===== config.mk =====
export PLATFORM = sky130hd
export DESIGN_NAME = div_iter
export DESIGN_NICKNAME = d
export VERILOG_FILES = /design/src/rtl/div_pkg.sv /design/src/rtl/div_step.sv /design/src/rtl/div_iter.sv
export SDC_FILE = /design/constraint.sdc
export NUM_CORES = 1
export LEC_CHECK = 0
export CORE_MARGIN = 2
export CORE_UTILIZATION = 31
export DETAILED_ROUTE_END_ITERATION = 7
export GPL_ROUTABILITY_DRIVEN = 0
export GPL_TIMING_DRIVEN = 1
export SETUP_SLACK_MARGIN = 0.15
export SLEW_MARGIN = 15
export SYNTH_ARGS = -nofsm -noshare
export SYNTH_HDL_FRONTEND = slang
export SYNTH_SLANG_ARGS = --single-unit

===== constraint.sdc =====
create_clock -name clk -period 8.7 [get_ports clk]
set_clock_uncertainty 0.15 [all_clocks]
set_input_delay 1.74 -clock clk [delete_from_list [all_inputs] [get_ports clk]]
set_output_delay 1.74 -clock clk [all_outputs]
set_load 0.1 [all_outputs]

===== src/rtl/div_pkg.sv =====
// Shared definitions for the iterative divider: FSM state encoding and widths.
package div_pkg;

   localparam int DIV_WIDTH = 32;
   localparam int DIV_ITERS = DIV_WIDTH;

   typedef enum logic [1:0] {
      IDLE = 2'd0,
      BUSY = 2'd1,
      DONE = 2'd2
   } divState_t;

endpackage


===== src/rtl/div_step.sv =====
// One combinational restoring-division iteration on unsigned magnitudes.
module div_step
   import div_pkg::*;
#(
   parameter int WIDTH = DIV_WIDTH
) (
   input  logic [WIDTH-1:0] rem,
   input  logic             dividendMsb,
   input  logic [WIDTH-1:0] divisor,
   output logic [WIDTH-1:0] remNext,
   output logic             qBit
);

   logic [WIDTH:0] shifted;
   logic [WIDTH:0] trial;

   // rem < divisor holds between steps, so one extra bit is enough to see the borrow.
   always_comb begin
      shifted = {rem, dividendMsb};
      trial   = shifted - {1'b0, divisor};
      qBit    = ~trial[WIDTH];
      remNext = qBit ? trial[WIDTH-1:0] : shifted[WIDTH-1:0];
   end

endmodule


===== src/rtl/div_iter.sv =====
// Multi-cycle radix-2 restoring divider (DIV/DIVU) for the EX stage.
// Optional macro DIV_ZERO_FAST_EN: a zero divisor skips the iterations.
module div_iter
   import div_pkg::*;
#(
   parameter int WIDTH = DIV_WIDTH,
   parameter int CNT_W = $clog2(WIDTH) + 1
) (
   input  logic             clk,
   input  logic             resetn,
   input  logic             start_i,
   input  logic             signed_i,
   input  logic [WIDTH-1:0] a_i,
   input  logic [WIDTH-1:0] b_i,
   input  logic             annul_i,
   output logic             div_running,
   output logic             ready_o,
   output logic [WIDTH-1:0] lo_o,
   output logic [WIDTH-1:0] hi_o,
   output divState_t        dbgState
);

   // Handshake: start_i is a level request accepted only in IDLE (unless annul_i);
   // div_running is the stall the pipeline obeys; ready_o pulses one cycle in DONE
   // and lo_o/hi_o are valid in that same cycle.

   divState_t        state, stateNext;
   logic [CNT_W-1:0] cnt;
   logic [WIDTH-1:0] remQ, quoQ, divisorQ, loQ, hiQ;
   logic [WIDTH-1:0] aAbs, bAbs, stepRem, loFix, hiFix;
   logic             signQ, signR, stepBit, lastStep, zeroFast;

`ifdef DIV_ZERO_FAST_EN
   assign zeroFast = (b_i == '0);
`else
   assign zeroFast = 1'b0;
`endif

   assign aAbs     = (signed_i & a_i[WIDTH-1]) ? -a_i : a_i;
   assign bAbs     = (signed_i & b_i[WIDTH-1]) ? -b_i : b_i;
   assign lastStep = (cnt == CNT_W'(WIDTH - 1));
   assign loFix    = signQ ? -quoQ : quoQ;
   assign hiFix    = signR ? -remQ : remQ;
   assign dbgState = state;

   div_step #(.WIDTH(WIDTH)) u_step (
      .rem        (remQ),
      .dividendMsb(quoQ[WIDTH-1]),
      .divisor    (divisorQ),
      .remNext    (stepRem),
      .qBit       (stepBit)
   );

   always_ff @(posedge clk or negedge resetn) begin
      if (!resetn) state <= IDLE;
      else         state <= stateNext;
   end

   always_comb begin
      stateNext   = state;
      div_running = 1'b0;
      ready_o     = 1'b0;
      case (state)
         IDLE: begin
            div_running = start_i & ~annul_i;
            if (start_i & ~annul_i) stateNext = zeroFast ? DONE : BUSY;
         end
         BUSY: begin
            div_running = ~annul_i;
            if (annul_i)       stateNext = IDLE;
            else if (lastStep) stateNext = DONE;
         end
         DONE: begin
            ready_o   = ~annul_i;
            stateNext = IDLE;
         end
         default: stateNext = IDLE;
      endcase
   end

   // Results are shown combinationally during the ready pulse, then held in loQ/hiQ.
   assign lo_o = ready_o ? loFix : loQ;
   assign hi_o = ready_o ? hiFix : hiQ;

   always_ff @(posedge clk or negedge resetn) begin
      if (!resetn) begin
         cnt      <= '0;
         remQ     <= '0;
         quoQ     <= '0;
         divisorQ <= '0;
         signQ    <= 1'b0;
         signR    <= 1'b0;
         loQ      <= '0;
         hiQ      <= '0;
      end else begin
         case (state)
            IDLE: begin
               if (start_i & ~annul_i) begin
                  divisorQ <= bAbs;
                  signQ    <= signed_i & (a_i[WIDTH-1] ^ b_i[WIDTH-1]);
                  signR    <= signed_i & a_i[WIDTH-1];
                  cnt      <= '0;
                  // Zero-divisor shortcut loads the natural restoring result directly.
                  if (zeroFast) begin
                     quoQ <= '1;
                     remQ <= aAbs;
                  end else begin
                     quoQ <= aAbs;
                     remQ <= '0;
                  end
               end
            end
            BUSY: begin
               if (!annul_i) begin
                  remQ <= stepRem;
                  quoQ <= {quoQ[WIDTH-2:0], stepBit};
                  cnt  <= cnt + CNT_W'(1);
               end
            end
            DONE: begin
               if (ready_o) begin
                  loQ <= loFix;
                  hiQ <= hiFix;
               end
            end
            default: ;
         endcase
      end
   end

endmodule


==> results.sh <==
export IMPL_status="finished, final reports clean"
export IMPL_viasPerCell=5.07
export IMPL_route_detailed_drc=0
export IMPL_critPathLaunch="annul_i"
export IMPL_setup_viol=0
export IMPL_cts_buffer_depth=2
export IMPL_wl_per_cell_um=15.9
export IMPL_p_clk_share_pct=25.3
export IMPL_combPwrFrac_pct=36.6
export IMPL_fmax_mhz=150
export IMPL_clk_pin_slew_worst_paths_ns=0.06
export IMPL_r2r_cells=13
export IMPL_antenna_found_initial=3
export IMPL_peakVddDrop_mv=0.132
export IMPL_power_switching_uw=1100
export IMPL_cp_required_ns=6.81
export IMPL_hold_buffers=0
export IMPL_fin_area_um2=13700
export IMPL_synth_distinct_cells=63
export IMPL_endpoint_kind="primary output"
export IMPL_track_usage_pct=16.5
export IMPL_clock_latency_ns=0.43
export IMPL_sequentialPowerShare_pct=38.0
export IMPL_met1_usage_pct=25.3
export IMPL_max_slew_margin_pct=28.4
export IMPL_die_x_um=195
export IMPL_tritoncts="built"
export IMPL_r2r_start="quoQ[31]"
export IMPL_avgSynthCellArea_um2=8.17
export IMPL_start_kind="primary input"
export IMPL_critPathKind="in2out"
export IMPL_clkSinkCount=170
export IMPL_drt_iter0_markers=787
export IMPL_worst_slew_pin_slew_ns=1.07
export IMPL_nNetsFinal=1589
export IMPL_die_area_um2=38200
export IMPL_synthCells=1390
export IMPL_worstPathMaxFanout=191
export IMPL_layout_commonest_cell="a21oi_1"
export IMPL_grt_max_degree=192
export IMPL_rr_endpoint="remQ[31]"
export IMPL_fin_crit_sh_pct=76.6
export IMPL_grt_first_pass_wirelength_um=50600
export IMPL_maxSlewViolCount=0
export IMPL_p_sw_share_pct=39.8
export IMPL_netlist_area_um2=11400
export IMPL_cp_endpoint="lo_o[16]"
export IMPL_yosysTopAreaCell="dfrtp_1"
export IMPL_yosysWarnings=0
export IMPL_grtUsageMet3_pct=2.59
export IMPL_ys_flop_type="dfrtp_1"
export IMPL_io_pin_count=137
export IMPL_area_growth_pct=20.5
export IMPL_post_cts_buffers=0
export IMPL_finalWirelength_um=31200
export IMPL_leakage_uw=0.00585
export IMPL_power_internal_uw=1670
export IMPL_netlist_area_leader_share_pct=37.5
export IMPL_core_area_um2=36300
export IMPL_via_count=9972
export IMPL_drive_gt1_share_pct=4.28
export IMPL_dp_hpwl_um=23600
export IMPL_drtPass1Iterations=7
export IMPL_synth_edf_count=0
export IMPL_start_util_pct=31.2
export IMPL_hold_ws_ns=0.328
export IMPL_placed_area_um2=13100
export IMPL_reg2reg_slack_ns=4.22
export IMPL_final_core_util_pct=37.6
export IMPL_maxCapViolCount=0
export IMPL_busiest_layer="met1"
export IMPL_ys_seq_area_share_pct=37.5
export IMPL_rows=70
export IMPL_min_period_ns=6.67
export IMPL_die_height_um=195
export IMPL_synth_seq_cells=170
export IMPL_pwr_density_cell_nw_per_um2=202
export IMPL_cts_root_buf="clkbuf_16"
export IMPL_hp_class="reg2reg"
export IMPL_cp_arrival_ns=4.78
export IMPL_synthArstFlopShare_pct=100
export IMPL_postRouteAntennaNets=0
export IMPL_io_buffers=136
export IMPL_mostFrequentLayoutCells="207 x a21oi_1, 170 x dfrtp_1, 153 x nor2_1"
export IMPL_grt_pass1_vias=9362
export IMPL_finalHoldViolations=0
export IMPL_grt_ovfl_total=0
export IMPL_cts_resized_gates=0
export IMPL_fin_setup_tns_ns=0
export IMPL_numCtsBuffers=17
export IMPL_synth_fp_nets=1497
export IMPL_met2_usage_pct=23.6
export IMPL_cts_htree_levels=4
export IMPL_ys_top_cells_by_area="dfrtp_1 37%, a21oi_1 9.1%, xor2_1 8.1%"
export IMPL_rsz0062_at_grt="no"
metal layers:
metal	up-vias	routed length, um
met3	26	1260
met1	4662	16600
met5	-	7
li1	5093	-
met4	2	470
met2	189	12900
synth_stat cells (all sizes together) (14+ instances only):
cell type,number
clkbuf,61
or3,19
nor4,16
or4,15
mux2i,25
o31ai,32
o41ai,15
nor2,155
nand3,23
inv,52
nor3,14
xnor2,39
dfrtp,170
o21ai,139
nand2,148
xor2,105
a21oi,207
ha,37
worst max-delay path: stages:
cell and delay [ns]:
clkdlybuf4s50_1 0.59, nor3b_2 0.31, buf_12 0.49, nor2_1 0.12, a21oi_1 0.22, clkdlybuf4s50_1 1.17
sequential cells by signal, indices dropped and copies added (netlist names):
register / count
dbgState: 2
signQ: 1
signR: 1
quoQ: 32
loQ: 32
cnt: 6
divisorQ: 32
hiQ: 32
remQ: 32
power by group through the flow:
stage                     clock (uW)  sequential [uW]  combinational [uW]
after floorplan                    0              997                 759
after global placement             0             1060                1000
after global routing             751             1070                1150
after detailed placement           0             1060                1010
final                            701             1050                1010
after CTS                        721             1050                1020
cells by family after synthesis:
group | share of synthesized area (%)
AO/OA/AOI/OAI | 22.7
multiplexers | 2.60
adder cells (fa/ha/maj) | 4.25
flip-flops | 37.5
buffers and inverters | 4.17
AND/OR/NAND/NOR | 17.6
XOR/XNOR | 11.1
area by class of cell:
| type | instances | area [um2] |
|---|---|---|
| Fill cell | 3708 | 22700 |
| Multi-Input combinational cell | 1097 | 6660 |
| Sequential cell | 170 | 4250 |
| Timing Repair Buffer | 144 | 1450 |
| Tap cell | 468 | 586 |
| Clock buffer | 22 | 464 |
| Inverter | 52 | 195 |
| Clock inverter | 10 | 71.3 |
| Antenna cell | 2 | 5.00 |
worst min path at each step:
stage                 startpoint            to  slack, ns  cells past startpoint
finish               divisorQ[3]   divisorQ[3]       0.33                      2
global placement    divisorQ[16]  divisorQ[16]       0.31                      2
global route         divisorQ[4]   divisorQ[4]       0.36                      2
floorplan           divisorQ[10]  divisorQ[10]       0.30                      2
CTS                  divisorQ[3]   divisorQ[3]       0.34                      2
detailed placement   divisorQ[3]   divisorQ[3]       0.32                      2
metrics by stage:
step	power, uW	cells	worst slack [ns]
2_1_floorplan	1760	1390	2.27
4_1_cts	2790	1962	2.04
6_report	2770	1965	2.03
3_5_place_dp	2080	1930	2.05
3_3_place_gp	2060	1930	2.08
5_1_grt	2980	1965	1.85
No activity file was read; power rests on OpenSTA's default activity.
